<file path="src/rtl/csa_resolve_seq_if.sv">
// csa_resolve_seq_if: sum/carry in, resolved product out, valid/ready both ways
interface csa_resolve_seq_if #(parameter int W = 11);
  logic [W-1:0] sum;
  logic [W-1:0] carry;
  logic         in_valid;
  logic         in_ready;
  logic [W+1:0] result;
  logic         out_valid;
  logic         out_ready;
  logic         busy;
  modport slave (input sum, carry, in_valid, out_ready, output in_ready, result, out_valid, busy);
  modport master (output sum, carry, in_valid, out_ready, input in_ready, result, out_valid, busy);
endinterface

</file>
<file path="src/rtl/csa_resolve_seq.sv">
// csa_resolve_seq: resolves a carry-save sum/carry pair into binary, CHUNK bits per cycle
module csa_resolve_seq #(
  parameter int W     = 11,
  parameter int CHUNK = 4
) (
  input logic             clk,
  input logic             rst_n,
  csa_resolve_seq_if.slave bus
);
  localparam int WA  = W + 1;
  localparam int NCH = (WA + CHUNK - 1) / CHUNK;
  localparam int CW  = NCH > 1 ? $clog2(NCH) : 1;
  localparam int OW  = $clog2(WA + CHUNK) + 1;
  // live operand bits in the last chunk; ext[LB] is the carry out of bit W
  localparam int LB  = WA - (NCH - 1) * CHUNK;
  typedef enum logic [1:0] {IDLE, BUSY, DONE} state_t;
  state_t          state_q, state_d;
  logic [W:0]      a_q, a_d, b_q, b_d;
  logic            c_q, c_d;
  logic [CW-1:0]   cnt_q, cnt_d;
  logic [W+1:0]    res_q, res_d;
  logic [OW-1:0]   off;
  logic [CHUNK-1:0] a_ch, b_ch;
  logic [CHUNK:0]  ext;
  logic [W:0]      wmask, wdata;
  logic            last;
  assign off   = OW'(cnt_q) * OW'(CHUNK);
  assign a_ch  = CHUNK'(a_q >> off);
  assign b_ch  = CHUNK'(b_q >> off);
  assign ext   = {1'b0, a_ch} + {1'b0, b_ch} + (CHUNK + 1)'(c_q);
  assign last  = cnt_q == CW'(NCH - 1);
  assign wmask = (W + 1)'({CHUNK{1'b1}}) << off;
  assign wdata = (W + 1)'(ext[CHUNK-1:0]) << off;
  always_comb begin
    state_d = state_q;
    a_d     = a_q;
    b_d     = b_q;
    c_d     = c_q;
    cnt_d   = cnt_q;
    res_d   = res_q;
    unique case (state_q)
      IDLE: if (bus.in_valid) begin
        a_d     = {1'b0, bus.sum};
        b_d     = {bus.carry, 1'b0};
        c_d     = 1'b0;
        cnt_d   = '0;
        state_d = BUSY;
      end
      BUSY: begin
        res_d = (res_q & ~{1'b0, wmask}) | {1'b0, wdata};
        c_d   = ext[CHUNK];
        cnt_d = last ? '0 : cnt_q + CW'(1);
        if (last) begin
          res_d[W+1] = ext[LB];
          state_d    = DONE;
        end
      end
      DONE: state_d = bus.out_ready ? IDLE : DONE;
      default: state_d = IDLE;
    endcase
  end
  always_ff @(posedge clk or negedge rst_n) begin
    if (!rst_n) begin
      state_q <= IDLE;
      a_q     <= '0;
      b_q     <= '0;
      c_q     <= 1'b0;
      cnt_q   <= '0;
      res_q   <= '0;
    end else begin
      state_q <= state_d;
      a_q     <= a_d;
      b_q     <= b_d;
      c_q     <= c_d;
      cnt_q   <= cnt_d;
      res_q   <= res_d;
    end
  end
  assign bus.in_ready  = state_q == IDLE;
  assign bus.busy      = state_q == BUSY;
  assign bus.out_valid = state_q == DONE;
  assign bus.result    = res_q;
  a_hold: assert property (@(posedge clk) disable iff (!rst_n)
    bus.out_valid && !bus.out_ready |=> bus.out_valid && $stable(bus.result));
  a_onehot: assert property (@(posedge clk) disable iff (!rst_n)
    $onehot({bus.in_ready, bus.busy, bus.out_valid}));
endmodule

</file>
<file path="src/flat_wrapper.sv">
// flat-port wrapper written by rule: the top's interface ports become plain ports
module csa_resolve_seq_flat 
#(
  parameter int W     = 11,
  parameter int CHUNK = 4
)
  (clk, rst_n, bus_sum, bus_carry, bus_in_valid, bus_out_ready, bus_in_ready, bus_result, bus_out_valid, bus_busy);
  csa_resolve_seq_if #(.W(W)) bus_i ();
  input logic clk;
  input logic rst_n;
  input wire logic [$bits(bus_i.sum)-1:0] bus_sum;
  input wire logic [$bits(bus_i.carry)-1:0] bus_carry;
  input wire logic [$bits(bus_i.in_valid)-1:0] bus_in_valid;
  input wire logic [$bits(bus_i.out_ready)-1:0] bus_out_ready;
  output wire logic [$bits(bus_i.in_ready)-1:0] bus_in_ready;
  output wire logic [$bits(bus_i.result)-1:0] bus_result;
  output wire logic [$bits(bus_i.out_valid)-1:0] bus_out_valid;
  output wire logic [$bits(bus_i.busy)-1:0] bus_busy;
  assign bus_i.sum = bus_sum;
  assign bus_i.carry = bus_carry;
  assign bus_i.in_valid = bus_in_valid;
  assign bus_i.out_ready = bus_out_ready;
  assign bus_in_ready = bus_i.in_ready;
  assign bus_result = bus_i.result;
  assign bus_out_valid = bus_i.out_valid;
  assign bus_busy = bus_i.busy;
  csa_resolve_seq #(.W(W), .CHUNK(CHUNK)) u_core (.clk(clk), .rst_n(rst_n), .bus(bus_i));
endmodule
</file>
<file path="config.mk">
export PLATFORM = sky130hd
export DESIGN_NAME = csa_resolve_seq_flat
export DESIGN_NICKNAME = d
export VERILOG_FILES = /design/src/rtl/csa_resolve_seq_if.sv /design/src/rtl/csa_resolve_seq.sv /design/src/flat_wrapper.sv
export SDC_FILE = /design/constraint.sdc
export NUM_CORES = 1
export LEC_CHECK = 0
export CORE_MARGIN = 1.5
export CORE_UTILIZATION = 35
export CTS_CLUSTER_DIAMETER = 100
export DETAILED_ROUTE_END_ITERATION = 12
export DONT_BUFFER_PORTS = 1
export PLACE_DENSITY = 0.48
export SLEW_MARGIN = 5
export SYNTH_ARGS = -nofsm -noshare
export SYNTH_HDL_FRONTEND = slang
export SYNTH_SLANG_ARGS = --single-unit
export TNS_END_PERCENT = 10
</file>
<file path="constraint.sdc">
create_clock -name clk -period 3 [get_ports clk]
set_clock_uncertainty 0.05 [all_clocks]
set_input_delay 0.15 -clock clk [delete_from_list [all_inputs] [get_ports clk]]
set_output_delay 0.15 -clock clk [all_outputs]
set_load 0.01 [all_outputs]
</file>
Word level (Yosys, flattened, before mapping):

Index checks and enable logic that the tools add are counted.

* output and inout port bits: 16
* logic and storage cells: 36
* input bits: 26
* register bits: 40

* shift-type cells: 4
* add/sub/neg operators: 3
* equal/unequal tests: 5
* muxes and demuxes: 10
* reductions and logical operators: 5
* bitwise gates (word level): 3

Operators with widths (number)
* 13-bit bitwise AND: 1
* 12-bit inverter with 13-bit output: 1
* 13-bit by 12-bit bitwise OR with 13-bit output: 1
* 4-bit by 4-bit << shifter with 12-bit output: 1
* 4-bit by 4-bit << shifter with 12-bit output (first input constant): 1
* 12-bit by 4-bit right shift with 4-bit output: 1
* 11-bit by 4-bit right shift with 4-bit output: 1
* 2-bit two-way mux: 5
* 2-bit one-hot mux with 3 select lines: 1
* 2-bit AND reduction: 3
* 4-bit by 4-bit adder with 5-bit output: 1
* 5-bit by 1-bit adder with 5-bit output: 1
* 2-bit equality test (second input constant): 2
* 2-bit one-hot mux with 2 select lines: 1
* 2-bit by 1-bit adder with 2-bit output (second input constant): 1
* 2-bit by 1-bit equality test with 1-bit output (second input constant): 1
* 2-bit zero test: 1
* 1-bit two-way mux: 2
* 2-bit by 1-bit != test with 1-bit output (second input constant): 1
* 2-bit != test (second input constant): 1
* 1-bit one-hot mux with 2 select lines: 1
* 2-bit nonzero test: 1

Depth between registers and ports, before layout:

Gate-level depths: netlist (run 1).

* depth in word-level cells: 6
* mapped depth: 10
* gate-level depth less buffers: 9

Worst setup path after synthesis (run 1):

OpenSTA, ideal clock, no wires.

* kind: reg2reg
* start: reg u_core.cnt_q[1]
* end: reg u_core.res_q[10], in the netlist u_core.bus.result[10]
* path buffers: 1
* clock period less this slack: 2155 ps
* data required time: 2816 ps
* library setup time: 134 ps
* arrival: 1972 ps
* cell stages (with the launch flop): 8
* path slack: 845 ps
* cells stage by stage: dfrtp_1 > and2b_2 > buf_2 > a22oi_1 > fa_1 > fa_1 > xor2_1 > o21ai_0

* word-level cells in the longest chain between the ends: 5
* elaborated cells on any way between the ends: 9
* classes of those cells: add/sub (2); shift (4); bitwise (3)

RTL lines
* start, declared: line csa_resolve_seq.sv:20 `logic [CW-1:0] cnt_q, cnt_d;`
* start signal, assigned: line csa_resolve_seq.sv:75 `cnt_q <= cnt_d;`
* 11-bit by 4-bit right shift with 4-bit output or 12-bit by 4-bit right shift with 4-bit output (tied branches): line csa_resolve_seq.sv:28, csa_resolve_seq.sv:29
* 4-bit by 4-bit adder with 5-bit output: line csa_resolve_seq.sv:30 `assign ext = {1'b0, a_ch} + {1'b0, b_ch} + (CHUNK + 1)'(c_q);`
* 5-bit by 1-bit adder with 5-bit output: line csa_resolve_seq.sv:30
* 4-bit by 4-bit << shifter with 12-bit output: line csa_resolve_seq.sv:33 `assign wdata = (W + 1)'(ext[CHUNK-1:0]) << off;`
* 13-bit by 12-bit bitwise OR with 13-bit output (*): line csa_resolve_seq.sv:50 `res_d = (res_q & ~{1'b0, wmask}) | {1'b0, wdata};`
* end signal, assigned: line csa_resolve_seq.sv:76 `res_q <= res_d;`
* end, declared: line csa_resolve_seq.sv:21 `logic [W+1:0] res_q, res_d;`

Every way passes the cells marked *; elsewhere a longest branch is shown, timed or not.
A chain may end at the register's enable or synchronous reset.

Worst setup path after layout (run 1):

Same ends and word-level chain as after synthesis.

==> results of run 1 <==
## flip-flops by register name, indices dropped and copies added, names as in the netlist
signal / cells
u_core.a_q: 11
u_core.bus.result: 13
u_core.cnt_q: 2
u_core.state_q: 2
u_core.c_q: 1
u_core.b_q: 11
## critical path: cells and delay by family (launching register included)
family,cells,cell delay (ns)
compound gates,2,0.27
xor+xnor,1,0.26
fa+ha+maj,2,0.86
flops,1,0.54
simple gates,1,0.37
## area by class of cell
class	instances	area, um2	share of cell area, %
sequential	40	1001	45.27
multi-input combinational	143	749.5	33.90
timing repair buffer	25	260.3	11.77
clock buffer	8	90.09	4.075
tap	70	87.58	3.962
inverter	6	22.52	1.019
## final timing paths
check / endpoint / from / slack [ns]
setup / recovery: u_core.bus.result[10] / u_core.cnt_q[1] / 0.53
hold / removal: u_core.bus.result[11] / rst_n / 0.27
setup reg to reg: u_core.bus.result[10] / u_core.cnt_q[1] / 0.53
hold reg to reg: u_core.a_q[6] / u_core.a_q[6] / 0.42
max in group asynchronous: u_core.b_q[7] / rst_n / 2.42
min in group clk: u_core.a_q[7] / bus_in_valid / 0.41
## through the flow
step | hold WS, ns | total power (uW) | cells | util [%] | worst slack, ns
2_1_floorplan | -0.1956 | 1827 | 198 | - | 0.8445
3_3_place_gp | -0.1947 | 1980 | 259 | 36.66 | 0.6188
3_5_place_dp | -0.1946 | 2011 | 259 | 36.66 | 0.5172
4_1_cts | 0.2759 | 2418 | 292 | 43.57 | 0.5042
5_1_grt | 0.2874 | 2600 | 292 | 43.57 | 0.4122
6_report | 0.2746 | 2378 | 292 | 43.57 | 0.5329
## cell families (layout without fill, tap and decap cells)
group / count (synthesis) / after routing / synth area share (%)
AO/OA/AOI/OAI: 27 / 27 / 8.435
XOR/XNOR: 2 / 2 / 0.9526
adder cells (fa/ha/maj): 5 / 5 / 4.218
buffers and inverters: 15 / 39 / 4.830
flip-flops: 40 / 40 / 54.42
multiplexers: 7 / 7 / 3.810
AND/OR/NAND/NOR: 102 / 102 / 23.33
## per-layer routing
layer	global-route usage, %	vias up
met5	0	-
met4	6.349	0
met3	5.026	7
met2	23.59	39
met1	16.78	636
li1	-	671
## repair_timing
| action | in CTS | in global routing |
|---|---|---|
| buffers inserted | 0 | 0 |
| hold endpoints to repair | 63 | 0 |
| hold buffers | 25 | 0 |
## cells in the final DEF, fill, tap and decap left out, types with 3 or more instances in the layout
cell           count
mux2i_1            7
nand2_2            4
nand2_1           84
o21ai_2            4
nor2_1             5
dfrtp_1           40
o21ai_0           13
nand3_1            3
a21oi_1            5
inv_1              6
clkbuf_8           6
o21ai_1            3
dlygate4sd3_1     24
ha_1               3
## power breakdown
part	internal [uW]	total [uW]	leakage (uW)	switching (uW)
Clock	188	365	0.0000455	178
Combinational	399	1000	0.000541	605
Sequential	790	1010	0.000502	219
Total	1380	2380	0.00109	1000
==> impl_metrics.toml, run 1 <==
[route]
drt_iter0_drc = 47
ant_nets = 0
vias = 1353
dr_wl_met3_um = 235
routedWlPerCell_um = 12.55
first_pass_iters = 4
wl_met2_mm = 1.713
m1WireLength_mm = 1.646
viasPerCell = 4.634
finalWirelength_mm = 3.666
drc = 0
top_layer = "met4"

[synth]
synth_top_area_share_pct = 54.42
synth-seq-area-share_pct = 54.42
synthTopCellsByCount = "nand2_1, dfrtp_1, o21ai_0, mux2i_1, inv_1"
synth_area_leaders = "dfrtp_1, nand2_1, mux2i_1"
yosys_warnings = 0
yosys.area.top_type = "dfrtp_1"
synth.most_common_cell = "nand2_1"
async_reset_ff_share_pct = 100.0
syn_avg_cell_area_um2 = 9.289
synthesis.area_um2 = 1839
synth_ff_type = "dfrtp_1"
synth-seq-cells = 40
syn_nets = 229
synthCells = 198
synth_cell_types = 25
synth_edf_count = 0

[sta]
worst_pin_slew_ns = 0.7941
grt_setup_unrepaired = "false"
fmax_ghz = 0.4053
slew_headroom_pct = 46.93
hold_viol = 0
timing.final.crit_share_pct = 82.24
setup_viol = 0
maxSlewViolCount = 0
timing.final.crit_period_ns = 2.467
finalSetupTns_ns = 0

[critical_path]
required_ns = 3.12
worstPathArrival_ns = 2.58
slowest_stage = "dfrtp_1"
path_class = "register to register"
crit_fanout = 11
path_cells = "and2b_2 -> a22oi_1 -> fa_1 -> fa_1 -> xor2_1 -> o21ai_0"
worst_setup_path_end_kind = "register"
slowest_delay_ns = 0.54
cpMostUsedCell = "fa_1"
r2r_cells = 6
start_kind = "register"

[pwr]
power.density_nw_per_um2 = 1076
ir_drop_mv = 0.3222
leakagePower_uw = 0.001088

[grt]
grt_usage_pct = 14.28
grt_pass1_vias = 1284
grt_max_degree = 41
antenna_found_initial = 0
grt-ovfl-total = 0
grt_pass1_wl_mm = 5.830

[clock_tree]
numCtsBuffers = 5
cts_tree = "yes"
post_cts_resized = 0
clk_latency_ns = 0.29
h-tree-depth = 2
clock-sinks = 40
clk_pin_slew_ns = 0.07
clockBufferDepth = 2
cts-root-buf = "clkbuf_8"

[cells_and_area]
area.growth.synth_to_final_pct = 20.20
n_fill_cell = 530
fin_nets = 252
n_antenna_cell = 0
design_area_um2 = 2211
drive_above_1_share_pct = 8.559

[place]
placedInstanceArea_um2 = 1861
io_buffer_count = 0
dp_hpwl_mm = 2.646
place_congestion = 0.8019

[die]
die_width_um = 75.49
io_pins = 42
start_util_pct = 36.24
dieArea_um2 = 5699
die_h_um = 75.49
row_count = 26
core_area_um2 = 5075

[status]
status = "finished clean"

[worst_hold_path]
hold_path.class = "input port to asynchronous set/reset pin"

[job]
cap_violations = 0
(Power assumes the default switching activity.)
==> inputs of run 2 (changes only) <==
Clock period 3 ns to 2.3 ns, I/O delays scaled along.
==> run 2 against run 1 <==
Wire length down 1.5%. First-iteration DRC count down 28%. Largest cell class unchanged. Non-clock buffer count up 8. Largest power group is now combinational cells.
==> impl_metrics.toml, run 2 (same netlist as run 1, synthesis figures left out) <==
[pwr]
cellInternalPower_uw = 1964
leakagePower_uw = 0.001134
pwr-share-clk_pct = 14.7
ir_drop_mv = 0.4937
power_uw = 3282
pwr-share-seq_pct = 39.4
swShare_pct = 40.17
power.density_nw_per_um2 = 1431
power.switching_uw = 1318
pwr-share-comb_pct = 46.0

[clock_tree]
h-tree-depth = 2
clock-sinks = 40
clk_latency_ns = 0.28
numCtsBuffers = 5
cts-root-buf = "clkbuf_8"
clockBufferDepth = 2
clk_pin_slew_ns = 0.07
cts_tree = "yes"

[cells_and_area]
final_cell_mix = "nand2_1, dfrtp_1, dlygate4sd3_1"
fin_nets = 260
fin_cells = 299
regArea_um2 = 1002
largest_register_ffs = 13
final_common_cell = "nand2_1"
design_area_um2 = 2293
fin_util_pct = 45.19
drive_above_1_share_pct = 13.10
n_fill_cell = 543
area.growth.synth_to_final_pct = 24.69
multi_input_area_um2 = 752.0
n_antenna_cell = 0

[place]
place_congestion = 0.8086
placedInstanceArea_um2 = 1926
dp_hpwl_mm = 2.643
place_inst = 266
io_buffer_count = 0

[route]
routedWlPerCell_um = 12.08
drt_iter0_drc = 34
first_pass_iters = 4
viasPerCell = 4.488
drc = 0
finalWirelength_mm = 3.612
ant_nets = 0
vias = 1342

[sta]
timing.final.crit_share_pct = 94.79
grt_setup_unrepaired = "true"
setup_viol = 0
worst_pin_slew_ns = 0.3314
maxSlewViolCount = 0
fmax_ghz = 0.4587
slew_headroom_pct = 77.85
timing.final.crit_period_ns = 2.180
hold_viol = 0

[critical_path]
worst_setup_path_end_kind = "register"
r2r_slack_ns = 0.12
path_class = "register to register"
crit_fanout = 6
r2r_cells = 6
required_ns = 2.40
start_kind = "register"
worstPathArrival_ns = 2.28

[grt]
antenna_found_initial = 0
grt_pass1_wl_mm = 6.106
grt_usage_pct = 14.45
grt_pass1_vias = 1356
grt_max_degree = 41
grt-ovfl-total = 0

[die]
row_count = 26
die_width_um = 75.49
start_util_pct = 36.24
core_area_um2 = 5075
dieArea_um2 = 5699
die_h_um = 75.49
io_pins = 42

[status]
status = "finished clean"

[job]
cap_violations = 0

[worst_hold_path]
min_path_cells = 3
hold_path.class = "input port to register"
run 2: power by group through the flow:
stage	Clock (uW)	Sequential (uW)	Combinational, uW
floorplan	0	1230	1150
global placement	0	1310	1370
detailed placement	0	1310	1420
CTS	503	1300	1470
global route	543	1340	1740
finish	481	1290	1510
run 2: through the flow:
step / worst slack [ns] / hold WS (ns) / setup TNS (ns)
2_1_floorplan: 0.1445 / -0.2306 / 0
3_3_place_gp: 0.08816 / -0.2296 / 0
3_5_place_dp: 0.04633 / -0.2298 / 0
4_1_cts: 0.02900 / 0.1605 / 0
5_1_grt: -0.008056 / 0.1851 / -0.01394
6_report: 0.1198 / 0.1617 / 0
run 2: cell type report:
class / count / area share (%)
repair buffers: 33 / 14.51
multi-input cells: 143 / 32.79
clock buffers: 7 / 4.201
inverters: 6 / 0.9820
well taps: 70 / 3.819
flip-flops and latches: 40 / 43.70
run 2: what timing repair did:
action / in CTS / in global routing
hold buffers: 25 / 0
endpoints found under the hold margin: 63 / 0
setup endpoints to repair: 0 / 8
buffers inserted: 0 / 1
gates resized for setup: 0 / 3
run 2: layer usage:
metal | track usage (%) | share of wire (%) | vias up
met3 | 4.762 | 5.6 | 2
met1 | 18.54 | 48 | 617
met4 | 4.762 | 0.69 | 0
met2 | 23.10 | 45 | 32
li1 | - | - | 691
met5 | 0 | 0 | -
run 2: worst paths after layout:
| check | start | endpoint |
|---|---|---|
| worst max-delay path | u_core.cnt_q[1] | u_core.bus.result[10] |
| worst min-delay path | bus_in_valid | u_core.state_q[0] |
| worst max register to register | u_core.cnt_q[1] | u_core.bus.result[10] |
| worst min register to register | u_core.b_q[3] | u_core.b_q[3] |
| max in group asynchronous | rst_n | u_core.cnt_q[1] |
| min in group asynchronous | rst_n | u_core.state_q[1] |
run 2: worst max-delay path, stage by stage, from the launching register on:
cell and delay, ns:
dfrtp_2 0.44, and2b_2 0.28, a22oi_1 0.12, fa_2 0.39, fa_1 0.40, xor2_1 0.25
o21ai_0 0.13
